## config.mk

```make
export PLATFORM = sky130hd
export DESIGN_NAME = stack_lifo_flat
export DESIGN_NICKNAME = d
export VERILOG_FILES = /design/src/rtl/stack_lifo_if.sv /design/src/rtl/stack_lifo.sv /design/src/flat_wrapper.sv
export SDC_FILE = /design/constraint.sdc
export NUM_CORES = 1
export LEC_CHECK = 0
export CORE_MARGIN = 5
export CORE_UTILIZATION = 41
export CTS_CLUSTER_DIAMETER = 200
export DETAILED_ROUTE_END_ITERATION = 8
export DONT_BUFFER_PORTS = 1
export GPL_ROUTABILITY_DRIVEN = 0
export PLACE_DENSITY = 0.61
export SKIP_CTS_REPAIR_TIMING = 1
export SYNTH_ARGS = -nofsm -noshare
export SYNTH_HDL_FRONTEND = slang
export SYNTH_SLANG_ARGS = --single-unit
export TNS_END_PERCENT = 10
```

## constraint.sdc

```tcl
create_clock -name clk -period 4.1 [get_ports clk]
set_input_delay 1.23 -clock clk [delete_from_list [all_inputs] [get_ports clk]]
set_output_delay 1.23 -clock clk [all_outputs]
set_load 0.1 [all_outputs]
```

## src/rtl/stack_lifo_if.sv

```systemverilog
// Handshake and status bundle for the LIFO stack.
// master: the client that pushes and pops. slave: the stack itself.
interface stack_lifo_if #(
  parameter int WIDTH = 8,
  parameter int DEPTH = 8
);
  localparam int CW = $clog2(DEPTH + 1);

  logic             push;
  logic             pop;
  logic [WIDTH-1:0] din;
  logic [WIDTH-1:0] dout;
  logic             valid;
  logic             full;
  logic             empty;
  logic [CW-1:0]    count;
  logic             ovf;
  logic             unf;

  modport master (
    output push, pop, din,
    input  dout, valid, full, empty, count, ovf, unf
  );

  modport slave (
    input  push, pop, din,
    output dout, valid, full, empty, count, ovf, unf
  );
endinterface

```

## src/rtl/stack_lifo.sv

```systemverilog
// Synchronous LIFO stack: DEPTH-word register file, count-as-stack-pointer,
// registered pop data with a one-cycle valid pulse, and sticky
// overflow/underflow flags. Push+Pop together swaps the top word, or
// bypasses Din straight to Dout when the stack is empty.
module stack_lifo #(
  parameter int WIDTH = 8,
  parameter int DEPTH = 8
) (
  input logic        clk,
  input logic        clr,
  stack_lifo_if.slave bus
);
  localparam int CW = $clog2(DEPTH + 1);
  localparam int AW = $clog2(DEPTH);

  logic [WIDTH-1:0] mem [DEPTH];

  logic [CW-1:0]    count_q;
  logic [WIDTH-1:0] dout_q;
  logic             valid_q;
  logic             ovf_q;
  logic             unf_q;

  logic             full;
  logic             empty;
  logic [CW-1:0]    top_ptr;

  logic             mem_we;
  logic [AW-1:0]    mem_waddr;
  logic             rd_en;
  logic [WIDTH-1:0] rd_data;
  logic [CW-1:0]    count_nxt;
  logic             set_ovf;
  logic             set_unf;

  // Count is the stack pointer; the top word lives one slot below it.
  assign full    = (count_q == CW'(DEPTH));
  assign empty   = (count_q == '0);
  assign top_ptr = count_q - CW'(1);

  // Decode the requested operation against the current fill level.
  always_comb begin
    mem_we    = 1'b0;
    mem_waddr = '0;
    rd_en     = 1'b0;
    rd_data   = '0;
    count_nxt = count_q;
    set_ovf   = 1'b0;
    set_unf   = 1'b0;
    unique case ({bus.push, bus.pop})
      2'b10: begin
        if (full) begin
          set_ovf = 1'b1;
        end else begin
          mem_we    = 1'b1;
          mem_waddr = count_q[AW-1:0];
          count_nxt = count_q + CW'(1);
        end
      end
      2'b01: begin
        if (empty) begin
          set_unf = 1'b1;
        end else begin
          rd_en     = 1'b1;
          rd_data   = mem[top_ptr[AW-1:0]];
          count_nxt = top_ptr;
        end
      end
      2'b11: begin
        // Swap replaces the top in place, so a full stack cannot overflow here.
        rd_en = 1'b1;
        if (empty) begin
          rd_data = bus.din;
        end else begin
          rd_data   = mem[top_ptr[AW-1:0]];
          mem_we    = 1'b1;
          mem_waddr = top_ptr[AW-1:0];
        end
      end
      default: ;
    endcase
  end

  // Storage array: never cleared, contents are meaningless past Count.
  always_ff @(posedge clk) begin
    if (!clr && mem_we) begin
      mem[mem_waddr] <= bus.din;
    end
  end

  // Pointer, output data and sticky flags; clear discards any pending op.
  always_ff @(posedge clk) begin
    if (clr) begin
      count_q <= '0;
      dout_q  <= '0;
      valid_q <= 1'b0;
      ovf_q   <= 1'b0;
      unf_q   <= 1'b0;
    end else begin
      count_q <= count_nxt;
      valid_q <= rd_en;
      if (rd_en) begin
        dout_q <= rd_data;
      end
      if (set_ovf) begin
        ovf_q <= 1'b1;
      end
      if (set_unf) begin
        unf_q <= 1'b1;
      end
    end
  end

  assign bus.dout  = dout_q;
  assign bus.valid = valid_q;
  assign bus.full  = full;
  assign bus.empty = empty;
  assign bus.count = count_q;
  assign bus.ovf   = ovf_q;
  assign bus.unf   = unf_q;
endmodule

```

## src/flat_wrapper.sv

```systemverilog
// flat-port wrapper written by rule: the top's interface ports become plain ports
module stack_lifo_flat 
#(
  parameter int WIDTH = 8,
  parameter int DEPTH = 8
)
  (clk, clr, bus_push, bus_pop, bus_din, bus_dout, bus_valid, bus_full, bus_empty, bus_count, bus_ovf, bus_unf);
  stack_lifo_if #(.WIDTH(WIDTH), .DEPTH(DEPTH)) bus_i ();
  input logic clk;
  input logic clr;
  input wire logic [$bits(bus_i.push)-1:0] bus_push;
  input wire logic [$bits(bus_i.pop)-1:0] bus_pop;
  input wire logic [$bits(bus_i.din)-1:0] bus_din;
  output wire logic [$bits(bus_i.dout)-1:0] bus_dout;
  output wire logic [$bits(bus_i.valid)-1:0] bus_valid;
  output wire logic [$bits(bus_i.full)-1:0] bus_full;
  output wire logic [$bits(bus_i.empty)-1:0] bus_empty;
  output wire logic [$bits(bus_i.count)-1:0] bus_count;
  output wire logic [$bits(bus_i.ovf)-1:0] bus_ovf;
  output wire logic [$bits(bus_i.unf)-1:0] bus_unf;
  assign bus_i.push = bus_push;
  assign bus_i.pop = bus_pop;
  assign bus_i.din = bus_din;
  assign bus_dout = bus_i.dout;
  assign bus_valid = bus_i.valid;
  assign bus_full = bus_i.full;
  assign bus_empty = bus_i.empty;
  assign bus_count = bus_i.count;
  assign bus_ovf = bus_i.ovf;
  assign bus_unf = bus_i.unf;
  stack_lifo #(.WIDTH(WIDTH), .DEPTH(DEPTH)) u_core (.clk(clk), .clr(clr), .bus(bus_i));
endmodule
```

# Yosys cells after proc, flatten, opt, wreduce, memory -nomap -nowiden
# Memories as Yosys holds them, arrays and structs flattened.
# Cells that the tools add are included.
dict set report word_totals {
  register_bits 15
  latchBits 0
  ram_bits 64
  mem_bits_ro 0
  mem_count 1
}
dict set report op_classes {
  addsub 2
  mul 0
  div 0
  order_cmp 0
  n_eq_ne 6
  n_shift 0
  muxes 19
  bitwise 0
  reduce_logical 5
}
# memory depth word_bits rd rd_ports_with_merged_regs write_ports line
set memory_table {}
lappend memory_table {u_core.mem 8 8 1 0 1 stack_lifo.sv:16} ;# logic [WIDTH-1:0] mem [DEPTH];
# operator n
set ops {}
lappend ops {{$mux 8} 2}
lappend ops {{$pmux 8 s2} 1}
lappend ops {{$mux 1} 8}
lappend ops {{$mux 4} 2}
lappend ops {{$pmux 4 s2} 1}
lappend ops {{$mux 3} 2}
lappend ops {{$pmux 3 s2} 1}
lappend ops {{$add 4x1->4 const B} 1}
lappend ops {{$eq 2x2->1 const B} 2}
lappend ops {{$eq 4x4->1 const B} 1}
lappend ops {{$logic_not 4->1} 1}
lappend ops {{$ne 2x2->1 const B} 2}
lappend ops {{$pmux 1 s2} 2}
lappend ops {{$sub 4x1->4 const B} 1}
lappend ops {{$reduce_and 3->1} 1}
lappend ops {{$eq 2x1->1 const B} 1}
lappend ops {{$reduce_bool 2->1} 1}
lappend ops {{$logic_and 1x1->1} 1}
lappend ops {{$logic_not 1->1} 1}

# Longest topological paths before layout
dict set report logic_depth {
  word_depth 6
  depth_mapped 9
  ltp_nobuf 7
}

# Least setup slack after synthesis
# No wires, ideal clock.
dict set report synth_timing {
  path_type {flip-flop to flip-flop}
  startpoint {register u_core.count_q[0], in the netlist u_core.bus.count[0]}
  endpoint {memory u_core.mem[1][0], enable pin}
  arrival_time_ns 4.418
  required_ns 3.681
  setup_slack_ns -0.738
  stages_incl_launch_ff 8
  path_cell_list {dfxtp_1 -> buf_4 -> inv_1 -> ha_1 -> and3b_1 -> clkbuf_1 -> or3_1 -> a2111oi_0}
}
dict set report synth_between {
  elab_chain_cells 6
}
# item line
set synth_rtl {}
lappend synth_rtl {{from (decl)} stack_lifo.sv:18} ;# logic [CW-1:0] count_q;
lappend synth_rtl {{from (signal assigned)} stack_lifo.sv:100} ;# count_q <= count_nxt;
lappend synth_rtl {{$eq 4x4->1 *} stack_lifo.sv:37} ;# assign full = (count_q == CW'(DEPTH));
lappend synth_rtl {{named net bus_full} flat_wrapper.sv:16} ;# output wire logic [$bits(bus_i.full)-1:0] bus_full;
lappend synth_rtl {{$mux 1} stack_lifo.sv:52} ;# if (full) begin
lappend synth_rtl {{$pmux 1 s2} stack_lifo.sv:50} ;# unique case ({bus.push, bus.pop})
lappend synth_rtl {{$logic_and 1x1->1} stack_lifo.sv:86} ;# if (!clr && mem_we) begin
lappend synth_rtl {{$mux 1} stack_lifo.sv:86}
lappend synth_rtl {{$mux 1 (implied by the code)} stack_lifo.sv:87} ;# mem[mem_waddr] <= bus.din;
lappend synth_rtl {{to (decl)} stack_lifo.sv:16}
# The timed path passes the listed nets; every way through them passes the cells marked *.

# Worst setup path in the final report
dict set report layout_timing {
  startpoint {register u_core.count_q[0], in the netlist u_core.bus.count[0]}
  endpoint {output bus_empty}
}
dict set report layout_between {
  elab_chain_cells 1
}
# item line
set layout_rtl {}
lappend layout_rtl {{$logic_not 4->1} stack_lifo.sv:38} ;# assign empty = (count_q == '0);
lappend layout_rtl {{to (decl)} flat_wrapper.sv:17} ;# output wire logic [$bits(bus_i.empty)-1:0] bus_empty;
# Every way passes these cells.

==> out/results.ini <==
[run_status]
status=complete, no violations

[critical_path]
crit_type=reg -> out
critPathMaxFanout=10
arrival_ps=2210
required_ps=2870
slowest_stage=clkinv_1
slowest_delay_ps=790
crit_buf_inv=2
cpLargestDelayFamily=buffers and inverters
crit_path_end_kind=output port
worstSetupStartpointType=register
crit_path_cell_trace=inv_1 > ha_1 > or3b_1 > clkinv_1

[synth]
postSynth.asyncResetShare_pct=0
syn-cell-area_mm2=0.00328
ys.warnings.count=0
yosys_register_bits=79
synth_cell_type_count=43
syn_nets=214
synth_area_per_cell_um2=16.7
synth-edff-count=64
synth_flop_cell=edfxtp_1
yosysSeqAreaShare_pct=67.7
postSynthCellCount=197

[hold_path]
hp-class=reg -> reg

[global_route]
overflow=0
grt_antenna_before_repair=0
grt_max_degree=24
grt_pass1_wl_um=10500
grt_pass1_vias=1834
track_usage_pct=14.4

[timing]
slew_viol_final=0
timing.fmax_mhz=291
min_period_ps=3440
rsz0062_at_grt=false
worst_slack_ps=658
setup_violations=0
hold_viol=0
min_period_over_period_pct=83.9
relSlewSlack_pct=25.5
worst_pin_slew_ps=1120
clock_skew_ps=7.43

[floorplan]
die_h_um=99.5
core_mm2=0.00777
io-pin-count=29
start_util_pct=42.3
rows=32
die-area_mm2=0.00990
die_w_um=99.5

[clock_tree]
htree_levels=3
cts_tree=yes
cts_made_buffers=9
cts_max_path_buffers=2
clock_latency_ps=350
clockRootBuffer=clkbuf_8
cts_sinks=79
clk_pin_slew_worst_paths_ps=70

[layout]
final_common_cell=edfxtp_1
fill_cells=689
layout-drive-gt1-share_pct=24.1
diodes=0
final_cell_mix=64 x edfxtp_1, 16 x mux4_2, 15 x buf_4
synthToLayoutAreaGrowth_pct=10.7
regArea_mm2=0.00222
final_util_pct=46.8
layout.nets=228
final_cells=318
multi_input_area_um2=978

[route]
vias=1779
first_iter_violations=92
antenna_left=0
routed_wl_um=6670
drt-pass1-iter-count=4
viasPerCell=5.59
drc=0
wl_per_cell_um=21.0

[power_and_ir_drop]
comb_power_share_pct=21.7
p_clk_share_pct=25.2
ir_worst_vdd_v=0.000252
seq_power_share_pct=53.1
leakage_nw=1.20
intPower_mw=1.29
p_per_area_mw_per_mm2=547
netSwitchingPower_mw=0.698
switching_share_pct=35.1

[run]
drv_cap=0

[placement]
port_buffers=0
place_hpwl_um=4320
pre_cts_slack_ps=823
dp_cells=302

final cells by class:
class                   count  share of cell area (%)
flip-flops and latches     79                    61.1
inverters                   6                   0.619
clock inverters             7                    1.31
repair buffers             15                    3.10
well taps                 102                    3.51
clock buffers               9                    3.41
multi-input cells         100                    26.9
routing by layer:
layer / part of all wire, % / wire [um] / vias to the layer above / GRT usage, %
met5: 0 / 0 / - / 0
met3: 7.3 / 489 / 5 / 5.47
li1: - / - / 816 / -
met2: 47 / 3160 / 42 / 22.3
met1: 44 / 2960 / 916 / 19.5
met4: 0.82 / 55 / 0 / 2.84
worst register-to-register path: stages, from the launching register on:
cell	delay, ps
dfxtp_2	330
inv_1	60
ha_1	270
or3b_1	420
clkinv_1	790
buf_4	460
or3_1	490
o22ai_1	150
stage by stage:
step	hold WS [ps]	setup TNS [ps]	instance area, um^2	total power, mW
6_report	610	0	3640	1.99
3_5_place_dp	594	0	3460	1.51
2_1_floorplan	686	-3110	3290	1.42
4_1_cts	615	0	3640	2.01
3_3_place_gp	588	0	3460	1.51
5_1_grt	656	0	3640	2.08
cells by family (layout without fill, tap and decap cells):
kind of cell / Yosys count / after routing / share of synthesized area (%)
flip-flops: 79 / 79 / 67.7
AND/OR/NAND/NOR: 36 / 36 / 6.32
AO/OA/AOI/OAI: 31 / 31 / 6.90
multiplexers: 23 / 23 / 13.1
buffers and inverters: 18 / 37 / 2.74
adder cells (fa/ha/maj): 5 / 5 / 1.90
XOR/XNOR: 5 / 5 / 1.33
final timing paths:
| check | from | end | slack [ps] | depth (start not counted) |
|---|---|---|---|---|
| setup / recovery | u_core.bus.count[0]$_SDFFE_PP0P_ | bus_empty | 660 | 4 |
| setup reg to reg | u_core.bus.count[0]$_SDFFE_PP0P_ | u_core.bus.dout[6]$_SDFFE_PP0P_ | 1070 | 7 |
| hold / removal | u_core.bus.count[3]$_SDFFE_PP0P_ | u_core.bus.count[3]$_SDFFE_PP0P_ | 610 | 2 |
| hold reg to reg | u_core.bus.count[3]$_SDFFE_PP0P_ | u_core.bus.count[3]$_SDFFE_PP0P_ | 610 | 2 |
power groups by stage:
stage / Clock (mW) / Combinational (mW) / Sequential, mW
after floorplan: 0 / 0.313 / 1.11
after global placement: 0 / 0.435 / 1.07
after detailed placement: 0 / 0.434 / 1.08
after CTS: 0.512 / 0.435 / 1.06
after global routing: 0.552 / 0.465 / 1.06
final: 0.501 / 0.431 / 1.06
Yosys cell counts (2+ instances only):
library cell | number | share of area, %
mux2i_1 | 6 | 1.8
clkbuf_1 | 6 | 0.69
dfxtp_1 | 15 | 9.1
edfxtp_1 | 64 | 59
nor3b_2 | 2 | 0.76
nand2_1 | 4 | 0.46
buf_6 | 2 | 0.69
mux4_2 | 16 | 11
buf_2 | 3 | 0.46
a32oi_1 | 5 | 1.3
inv_1 | 5 | 0.57
a21oi_1 | 6 | 0.91
and3_1 | 2 | 0.38
nand3b_1 | 2 | 0.46
xnor2_1 | 4 | 1.1
a211oi_1 | 2 | 0.46
nor3_1 | 2 | 0.30
or3_1 | 2 | 0.38
o41ai_1 | 2 | 0.53
ha_1 | 5 | 1.9
o22ai_1 | 7 | 1.3
a2111o_1 | 2 | 0.69
nor2_1 | 13 | 1.5
sequential cells by signal (all words and copies together) (netlist names):
name	count
u_core.bus.ovf	1
u_core.bus.dout	8
u_core.bus.valid	1
u_core.mem	64
u_core.bus.unf	1
u_core.bus.count	4
No activity file was read; power rests on OpenSTA's default activity.
